**src/rtl/multiword_add_seq_pkg.sv**
```systemverilog
// Shared types and helpers for the multi-word add/subtract sequencer.
package multiword_add_seq_pkg;

    typedef enum logic {
        ST_IDLE = 1'b0,
        ST_RUN  = 1'b1
    } state_e;

    // Word index counter width; a single-word build still needs one bit.
    function automatic int unsigned idx_width(input int unsigned words);
        return (words <= 1) ? 1 : $clog2(words);
    endfunction

endpackage

```
**src/rtl/word_adder_cin.sv**
```systemverilog
// N-bit ripple-carry word adder with carry-in; exposes the carry into the MSB
// so the sequencer can derive two's-complement overflow on the top word.
module word_adder_cin #(
    parameter int unsigned N = 32
) (
    input  logic [N-1:0] a,
    input  logic [N-1:0] b,
    input  logic         cin,
    output logic [N-1:0] s,
    output logic         cout,
    output logic         c_msb
);

    logic carry;

    always_comb begin
        carry = cin;
        c_msb = 1'b0;
        s     = '0;
        for (int i = 0; i < N; i++) begin
            if (i == N - 1) c_msb = carry;
            s[i]  = a[i] ^ b[i] ^ carry;
            carry = (a[i] & b[i]) | (carry & (a[i] ^ b[i]));
        end
        cout = carry;
    end

endmodule

```
**src/rtl/multiword_add_seq.sv**
```systemverilog
// Wide add/subtract sequencer: streams operand words LSW-first through one
// shared N-bit adder, chaining the carry and collecting the result.
module multiword_add_seq
    import multiword_add_seq_pkg::*;
#(
    parameter int unsigned N     = 32,
    parameter int unsigned WORDS = 4
) (
    input  logic                 clk,
    input  logic                 reset,
    input  logic                 start,
    input  logic                 op_sub,
    input  logic [N*WORDS-1:0]   a_in,
    input  logic [N*WORDS-1:0]   b_in,
    output logic                 ready,
    output logic                 busy,
    output logic                 done,
    output logic [N*WORDS-1:0]   sum,
    output logic                 carry_out,
    output logic                 overflow
);

    localparam int unsigned W     = N * WORDS;
    localparam int unsigned IDX_W = idx_width(WORDS);

    state_e           state_q, state_d;
    logic [W-1:0]     a_q, a_d;
    logic [W-1:0]     b_q, b_d;
    logic [W-1:0]     sum_q, sum_d;
    logic [IDX_W-1:0] idx_q, idx_d;
    logic             carry_q, carry_d;
    logic             carry_out_q, carry_out_d;
    logic             overflow_q, overflow_d;
    logic             done_q, done_d;
    logic             ready_q, ready_d;
    logic             busy_q, busy_d;

    logic [N-1:0]     a_word_c, b_word_c, s_word_c;
    logic             cout_c, c_msb_c, last_c;

    // Select the operand word currently being processed.
    always_comb begin
        a_word_c = '0;
        b_word_c = '0;
        for (int k = 0; k < WORDS; k++) begin
            if (idx_q == IDX_W'(k)) begin
                a_word_c = a_q[k*N +: N];
                b_word_c = b_q[k*N +: N];
            end
        end
    end

    assign last_c = (idx_q == IDX_W'(WORDS - 1));

    word_adder_cin #(.N(N)) u_word_adder (
        .a     (a_word_c),
        .b     (b_word_c),
        .cin   (carry_q),
        .s     (s_word_c),
        .cout  (cout_c),
        .c_msb (c_msb_c)
    );

    always_comb begin
        state_d     = state_q;
        a_d         = a_q;
        b_d         = b_q;
        sum_d       = sum_q;
        idx_d       = idx_q;
        carry_d     = carry_q;
        carry_out_d = carry_out_q;
        overflow_d  = overflow_q;
        done_d      = 1'b0;
        ready_d     = ready_q;
        busy_d      = busy_q;

        unique case (state_q)
            ST_IDLE: begin
                if (start) begin
                    // Subtraction is A + ~B + 1: the +1 enters as the initial carry.
                    a_d         = a_in;
                    b_d         = op_sub ? ~b_in : b_in;
                    carry_d     = op_sub;
                    idx_d       = '0;
                    sum_d       = '0;
                    carry_out_d = 1'b0;
                    overflow_d  = 1'b0;
                    state_d     = ST_RUN;
                    ready_d     = 1'b0;
                    busy_d      = 1'b1;
                end
            end
            ST_RUN: begin
                for (int k = 0; k < WORDS; k++) begin
                    if (idx_q == IDX_W'(k)) sum_d[k*N +: N] = s_word_c;
                end
                carry_d = cout_c;
                idx_d   = idx_q + IDX_W'(1);
                if (last_c) begin
                    carry_out_d = cout_c;
                    overflow_d  = c_msb_c ^ cout_c;
                    done_d      = 1'b1;
                    state_d     = ST_IDLE;
                    ready_d     = 1'b1;
                    busy_d      = 1'b0;
                end
            end
            default: begin
                state_d = ST_IDLE;
                ready_d = 1'b1;
                busy_d  = 1'b0;
            end
        endcase
    end

    always_ff @(posedge clk) begin
        if (reset) begin
            state_q     <= ST_IDLE;
            a_q         <= '0;
            b_q         <= '0;
            sum_q       <= '0;
            idx_q       <= '0;
            carry_q     <= 1'b0;
            carry_out_q <= 1'b0;
            overflow_q  <= 1'b0;
            done_q      <= 1'b0;
            ready_q     <= 1'b1;
            busy_q      <= 1'b0;
        end else begin
            state_q     <= state_d;
            a_q         <= a_d;
            b_q         <= b_d;
            sum_q       <= sum_d;
            idx_q       <= idx_d;
            carry_q     <= carry_d;
            carry_out_q <= carry_out_d;
            overflow_q  <= overflow_d;
            done_q      <= done_d;
            ready_q     <= ready_d;
            busy_q      <= busy_d;
        end
    end

    assign ready     = ready_q;
    assign busy      = busy_q;
    assign done      = done_q;
    assign sum       = sum_q;
    assign carry_out = carry_out_q;
    assign overflow  = overflow_q;

endmodule
```
**config.mk**
```make
export PLATFORM = sky130hd
export DESIGN_NAME = multiword_add_seq
export DESIGN_NICKNAME = d
export VERILOG_FILES = /design/src/rtl/multiword_add_seq_pkg.sv /design/src/rtl/word_adder_cin.sv /design/src/rtl/multiword_add_seq.sv
export SDC_FILE = /design/constraint.sdc
export NUM_CORES = 1
export LEC_CHECK = 0
export BUFFER_PORTS_ARGS = -buffer_cell sky130_fd_sc_hd__buf_2
export CORE_MARGIN = 2
export CORE_UTILIZATION = 56
export CTS_BUF_LIST = sky130_fd_sc_hd__clkbuf_4
export DETAILED_ROUTE_END_ITERATION = 7
export MAX_ROUTING_LAYER = met4
export PLACE_DENSITY_LB_ADDON = 0.08
export SYNTH_ARGS = -nofsm -noshare
export SYNTH_HDL_FRONTEND = slang
export SYNTH_HIERARCHICAL = 1
export SYNTH_SLANG_ARGS = --single-unit
export TNS_END_PERCENT = 1
```
**constraint.sdc**
```tcl
create_clock -name clk -period 15.74 [get_ports clk]
set_input_delay 2.361 -clock clk [delete_from_list [all_inputs] [get_ports clk]]
set_output_delay 2.361 -clock clk [all_outputs]
set_load 0.02 [all_outputs]
```
==> results of run 1 <==
==> flip-flops by register name, summed over array words and instances (netlist names) <==
signal,count
done,1
carry_out,1
busy,1
b_q,128
idx_q,2
state_q,1
ready,1
carry_q,1
sum,128
overflow,1
a_q,128
==> critical path, delay by kind of cell (launching register included) <==
family / cells / cell delay [ns]
and+or+nand+nor: 1 / 0.42
AOI/OAI and AO/OA: 2 / 0.47
buffers and inverters: 5 / 0.47
DFF: 1 / 0.47
adders and majority gates: 33 / 12.75
==> stage by stage <==
| stage | power [uW] | utilization [%] | hold WS (ns) | std cells |
|---|---|---|---|---|
| 6_report | 2322 | 66.35 | 0.4500 | 2686 |
| 5_1_grt | 2430 | 66.35 | 0.4686 | 2686 |
| 4_1_cts | 2332 | 66.30 | 0.4503 | 2680 |
| 3_5_place_dp | 1520 | 62.56 | 0.4422 | 2512 |
| 3_3_place_gp | 1512 | 62.56 | 0.4390 | 2512 |
| 2_1_floorplan | 1375 | - | 0.4312 | 1883 |
==> kinds of logic (layout without fill, tap and decap cells) <==
group | after synthesis | after routing
AOI/OAI and AO/OA | 459 | 459
xor gates and xnor gates | 129 | 129
adders and majority gates | 36 | 36
buffers and inverters | 202 | 597
DFF | 393 | 393
muxes | 66 | 66
other | 0 | 6
and+or+nand+nor | 598 | 598
==> area by class of cell <==
type / instances / area, sq um / area share (%)
Timing Repair Buffer: 416 / 2158 / 10.33
Inverter: 13 / 48.80 / 0.2337
Sequential cell: 393 / 7871 / 37.69
Clock buffer: 134 / 1006 / 4.817
Multi-Input combinational cell: 1288 / 9109 / 43.62
Antenna cell: 6 / 15.01 / 0.07189
Clock inverter: 34 / 172.7 / 0.8268
Tap cell: 402 / 503.0 / 2.408
==> final timing paths <==
check                               end  slack, ns  depth (start not counted)
worst max register to register  sum[95]       1.05                         41
worst min register to register  a_q[65]       0.45                          2
worst max-delay path            sum[95]       1.05                         41
worst min-delay path            a_q[65]       0.45                          2
==> report_power, final <==
group | internal [uW] | switching [uW] | leakage [uW]
logic | 152 | 264 | 0.00432
clock network | 410 | 408 | 0.000688
registers | 1050 | 34.9 | 0.00322
==> routing by layer <==
layer,share of wire [%],GRT usage [%]
met1,42,38.83
met2,47,49.48
met3,8.5,8.402
met4,2.5,9.935
met5,0,-
==> cells in the final DEF, fill, tap and decap left out, types with 2 or more instances in the layout <==
cell type / count
a211oi_1: 36
a211oi_2: 93
a211oi_4: 3
a21oi_1: 133
a31oi_1: 64
a32o_1: 128
buf_2: 390
buf_4: 24
clkbuf_4: 134
clkinv_1: 26
clkinv_2: 2
clkinvlp_4: 3
dfxtp_1: 392
diode_2: 6
fa_1: 32
ha_4: 4
inv_1: 13
mux2i_1: 66
nand2_1: 323
nand2b_1: 65
nand3b_1: 64
nor2_1: 132
nor2b_2: 4
nor3b_1: 2
xnor2_1: 128
==> flow_metrics.tcl, run 1 <==
set metrics [dict create \
    grt_first_pass_wirelength_mm 78.69 \
    synth-main-ff-cell "dfxtp_1" \
    drv_cap 0 \
    slew_headroom_pct 24.48 \
    routed_wl_mm 52.17 \
    die_y_um 182.6 \
    post-cts-setup-buffers 0 \
    yosys.area.top_type "dfxtp_1" \
    skew_ns 0.05201 \
    io_buffers 392 \
    hold_class "reg2reg" \
    start_kind "flip-flop" \
    path_class "reg2reg" \
    die_x_um 182.6 \
    fmax_mhz 68.10 \
    syn_to_final_growth_pct 16.96 \
    drt_iter0_markers 1159 \
    rows 65 \
    tightestPinTransition_ns 1.133 \
    cts_root_buf "clkbuf_4" \
    synthAdderAreaFrac_pct 3.868 \
    ctsHtreeMaxLevel 3 \
    synth_xor_area_share_pct 6.328 \
    hold_violations 0 \
    place_area_sq_mm 0.01969 \
    cts_resized 0 \
    muxShareOfSynthArea_pct 3.700 \
    synthTopCellsByArea "dfxtp_1, a32o_1, nand2_1, a211oi_2, xnor2_1" \
    cts_buffer_depth 3 \
    drc 0 \
    hpwl_mm 36.43 \
    rsz0062_at_grt "false" \
    place_congestion 0.9071 \
    cts_buffers 101 \
    antenna_found_initial 3 \
    drive_gt1_share_pct 29.28 \
    dr.pass1.iters 7 \
    synth.avg_cell_area_sq_um 9.483 \
    path_clk_slew_ns 0.06 \
    p_leak_uw 0.008231 \
    die_area_sq_mm 0.03333 \
    max_stage_delay_ns 0.52 \
    initial_core_util_pct 56.73 \
    vias_per_cell 5.646 \
    ys_ff_latch 393 \
    nets 2509 \
    reg2reg_from "idx_q[0]" \
    postRouteAntennaNets 0 \
    syn_inst 1883 \
    core-area_sq_mm 0.03147 \
    fin_tns_setup_ns 0 \
    synth_common_cells "dfxtp_1, nand2_1, a21oi_1" \
    fin_crit_ns 14.69 \
    grt_pass1_vias 14370 \
    cts_hold_buf 0 \
    pre_cts_ws_ns 1.182 \
    routed-via-count 15170 \
    synth_nets 2179 \
    critPathMostFrequentCell "fa_1" \
    ir_worst_vdd_uv 72.49 \
    fin_ws_ns 1.055 \
    cpMaxStageDelayCell "fa_1" \
    synth-compound-area-share_pct 21.46 \
    grt_use_total_pct 31.19 \
    synth_simple_gate_area_share_pct 15.06 \
    ys_seq_area_share_pct 44.06 \
    synth_cell_types 31 \
    clock-sinks 393 \
    synth_area_sq_mm 0.01786 \
    crit_arrival_ns 15.29 \
    status "completed" \
    synth_top_family_by_area "compound AO/OA/AOI/OAI gates" \
    power_density_mw_per_mm2 111.2 \
    required_ns 16.34 \
    finalSetupViolations 0 \
    insertion_delay_ns 0.76 \
    yosysTopAreaCellShare_pct 44.06 \
    synth-edff-count 0 \
    finish.instance_area_sq_mm 0.02088 \
    wl_per_cell_um 19.42 \
    ys_warn_count 6 \
    yosysMostFrequentCell "dfxtp_1" \
    slew_viol_final 0 \
    synth-async-reset-ratio_pct 0 \
    crit_start "idx_q[0]" \
    n_fill_cell 2730 \
    fin_crit_sh_pct 93.30 \
    io_pins 393 \
    tritoncts "yes" \
    cp-end-kind "flip-flop" \
    grt_max_degree 115 \
    cp_max_fo 33 \
    hold_start "a_q[65]" \
    grt_overflow 0 \
]
(Power assumes the default switching activity.)
==> run 2, diff against run 1 <==
--- a/config.mk
+++ b/config.mk
@@ -6,8 +6,9 @@
 export NUM_CORES = 1
 export LEC_CHECK = 0
 export BUFFER_PORTS_ARGS = -buffer_cell sky130_fd_sc_hd__buf_2
+export CORE_ASPECT_RATIO = 1.25
 export CORE_MARGIN = 2
-export CORE_UTILIZATION = 56
+export CORE_UTILIZATION = 40
 export CTS_BUF_LIST = sky130_fd_sc_hd__clkbuf_4
 export DETAILED_ROUTE_END_ITERATION = 7
 export MAX_ROUTING_LAYER = met4
==> flow_metrics.tcl, run 2 (same netlist as run 1, synthesis figures left out) <==
set metrics [dict create \
    drv_cap 0 \
    slew_headroom_pct 18.69 \
    vias_per_cell 5.242 \
    syn_to_final_growth_pct 18.89 \
    fmax_mhz 68.11 \
    cp_max_fo 37 \
    fin_crit_sh_pct 93.29 \
    p_leak_uw 0.008318 \
    slew_viol_final 0 \
    rows 86 \
    insertion_delay_ns 0.83 \
    grt_pass1_vias 14860 \
    tritoncts "yes" \
    clock-sinks 393 \
    post-cts-setup-buffers 0 \
    cts_buffer_depth 3 \
    io_pins 393 \
    finish.instance_area_sq_mm 0.02123 \
    cpMaxStageDelayCell "fa_1" \
    final_cells 2871 \
    grt_first_pass_wirelength_mm 87.17 \
    core-area_sq_mm 0.04412 \
    status "completed" \
    tightestPinTransition_ns 1.220 \
    cts_buffers 101 \
    antenna_found_initial 6 \
    finalSetupViolations 0 \
    cp-end-kind "flip-flop" \
    fin_crit_ns 14.68 \
    grt_use_total_pct 25.68 \
    power.internal_uw 1673 \
    start_kind "flip-flop" \
    hold_violations 0 \
    cts_hold_buf 0 \
    rsz0062_at_grt "false" \
    path_clk_slew_ns 0.07 \
    die_y_um 240.2 \
    dr.pass1.iters 5 \
    die_area_sq_mm 0.04636 \
    fin_tns_setup_ns 0 \
    path_class "reg2reg" \
    drive_gt1_share_pct 29.51 \
    ctsHtreeMaxLevel 3 \
    hold_class "reg2reg" \
    critPathMostFrequentCell "fa_1" \
    seq_power_share_pct 45.2 \
    p_sw_uw 735.3 \
    required_ns 16.43 \
    crit_arrival_ns 15.37 \
    dp.cells 2683 \
    ir_worst_vdd_uv 50.86 \
    initial_core_util_pct 40.47 \
    die_x_um 193.0 \
    swShare_pct 30.53 \
    skew_ns 0.07245 \
    postRouteAntennaNets 0 \
    final_common_cell "dfxtp_1" \
    max_stage_delay_ns 0.51 \
    power_density_mw_per_mm2 113.4 \
    layout_common_cells "dfxtp_1, buf_2, nand2_1, clkbuf_4, a21oi_1" \
    drc 0 \
    routed-via-count 15050 \
    nets 2510 \
    place_congestion 0.8136 \
    cts_root_buf "clkbuf_4" \
    wl_per_cell_um 20.56 \
    drt_iter0_markers 944 \
    combPwrFrac_pct 17.5 \
    grt_overflow 0 \
    hpwl_mm 41.96 \
    place_area_sq_mm 0.01991 \
    fin_util_pct 48.12 \
    grt_max_degree 116 \
    pwr-share-clk_pct 37.3 \
    routed_wl_mm 59.01 \
    cts_resized 0 \
    io_buffers 392 \
]
run 2: cell count changes in the layout (fill, tap and decap cells not counted), moves of 2 or more:
cell,delta
clkbuf_4,+2
bufinv_16,+3
clkinv_1,+4
clkinvlp_4,-2
diode_2,+2
clkinv_2,+5
run 2: cell type report:
| type | count | area [sq um] |
|---|---|---|
| fillers | 4513 | 22890 |
| multi-input cells | 1288 | 9104 |
| diodes | 8 | 20.02 |
| flip-flops and latches | 393 | 7871 |
| inverters | 13 | 48.80 |
| clock inverters | 44 | 282.8 |
| well taps | 572 | 715.7 |
| clock buffers | 136 | 1021 |
| repair buffers | 417 | 2166 |
run 2: layer usage:
layer | global-route usage [%] | part of all wire [%] | wire [um]
met3 | 4.948 | 5.9 | 3458
met1 | 30.38 | 42 | 24830
met4 | 8.448 | 2.4 | 1401
met2 | 43.70 | 50 | 29320
met5 | - | 0 | 0
run 2: path summary, 6_finish.rpt:
check | startpoint | endpoint | slack, ns | depth (start not counted)
worst min register to register | a_q[94] | a_q[94] | 0.45 | 2
worst min-delay path | a_q[94] | a_q[94] | 0.45 | 2
worst max register to register | idx_q[0] | sum[63] | 1.06 | 41
worst max-delay path | idx_q[0] | sum[63] | 1.06 | 41
run 2: power by group through the flow:
stage / combinational (uW) / sequential, uW / clock (uW)
final: 421 / 1090 / 898
after global routing: 456 / 1100 / 980
after CTS: 426 / 1090 / 923
after detailed placement: 424 / 1110 / 0
after global placement: 419 / 1110 / 0
after floorplan: 269 / 1110 / 0
run 2: critical path, delay by kind of cell, from the launching register on:
kind / cells / cell delay, ns
adders and majority gates: 33 / 12.82
buffers and inverters: 5 / 0.43
DFF: 1 / 0.46
and+or+nand+nor: 1 / 0.37
AOI/OAI and AO/OA: 2 / 0.46
run 2: through the flow:
stage / hold slack, ns / setup slack [ns] / total power (uW)
2_1_floorplan: 0.4312 / 1.839 / 1375
3_3_place_gp: 0.4389 / 1.309 / 1529
3_5_place_dp: 0.4421 / 1.139 / 1535
4_1_cts: 0.4499 / 1.132 / 2436
5_1_grt: 0.4689 / 0.4472 / 2531
6_report: 0.4506 / 1.057 / 2408
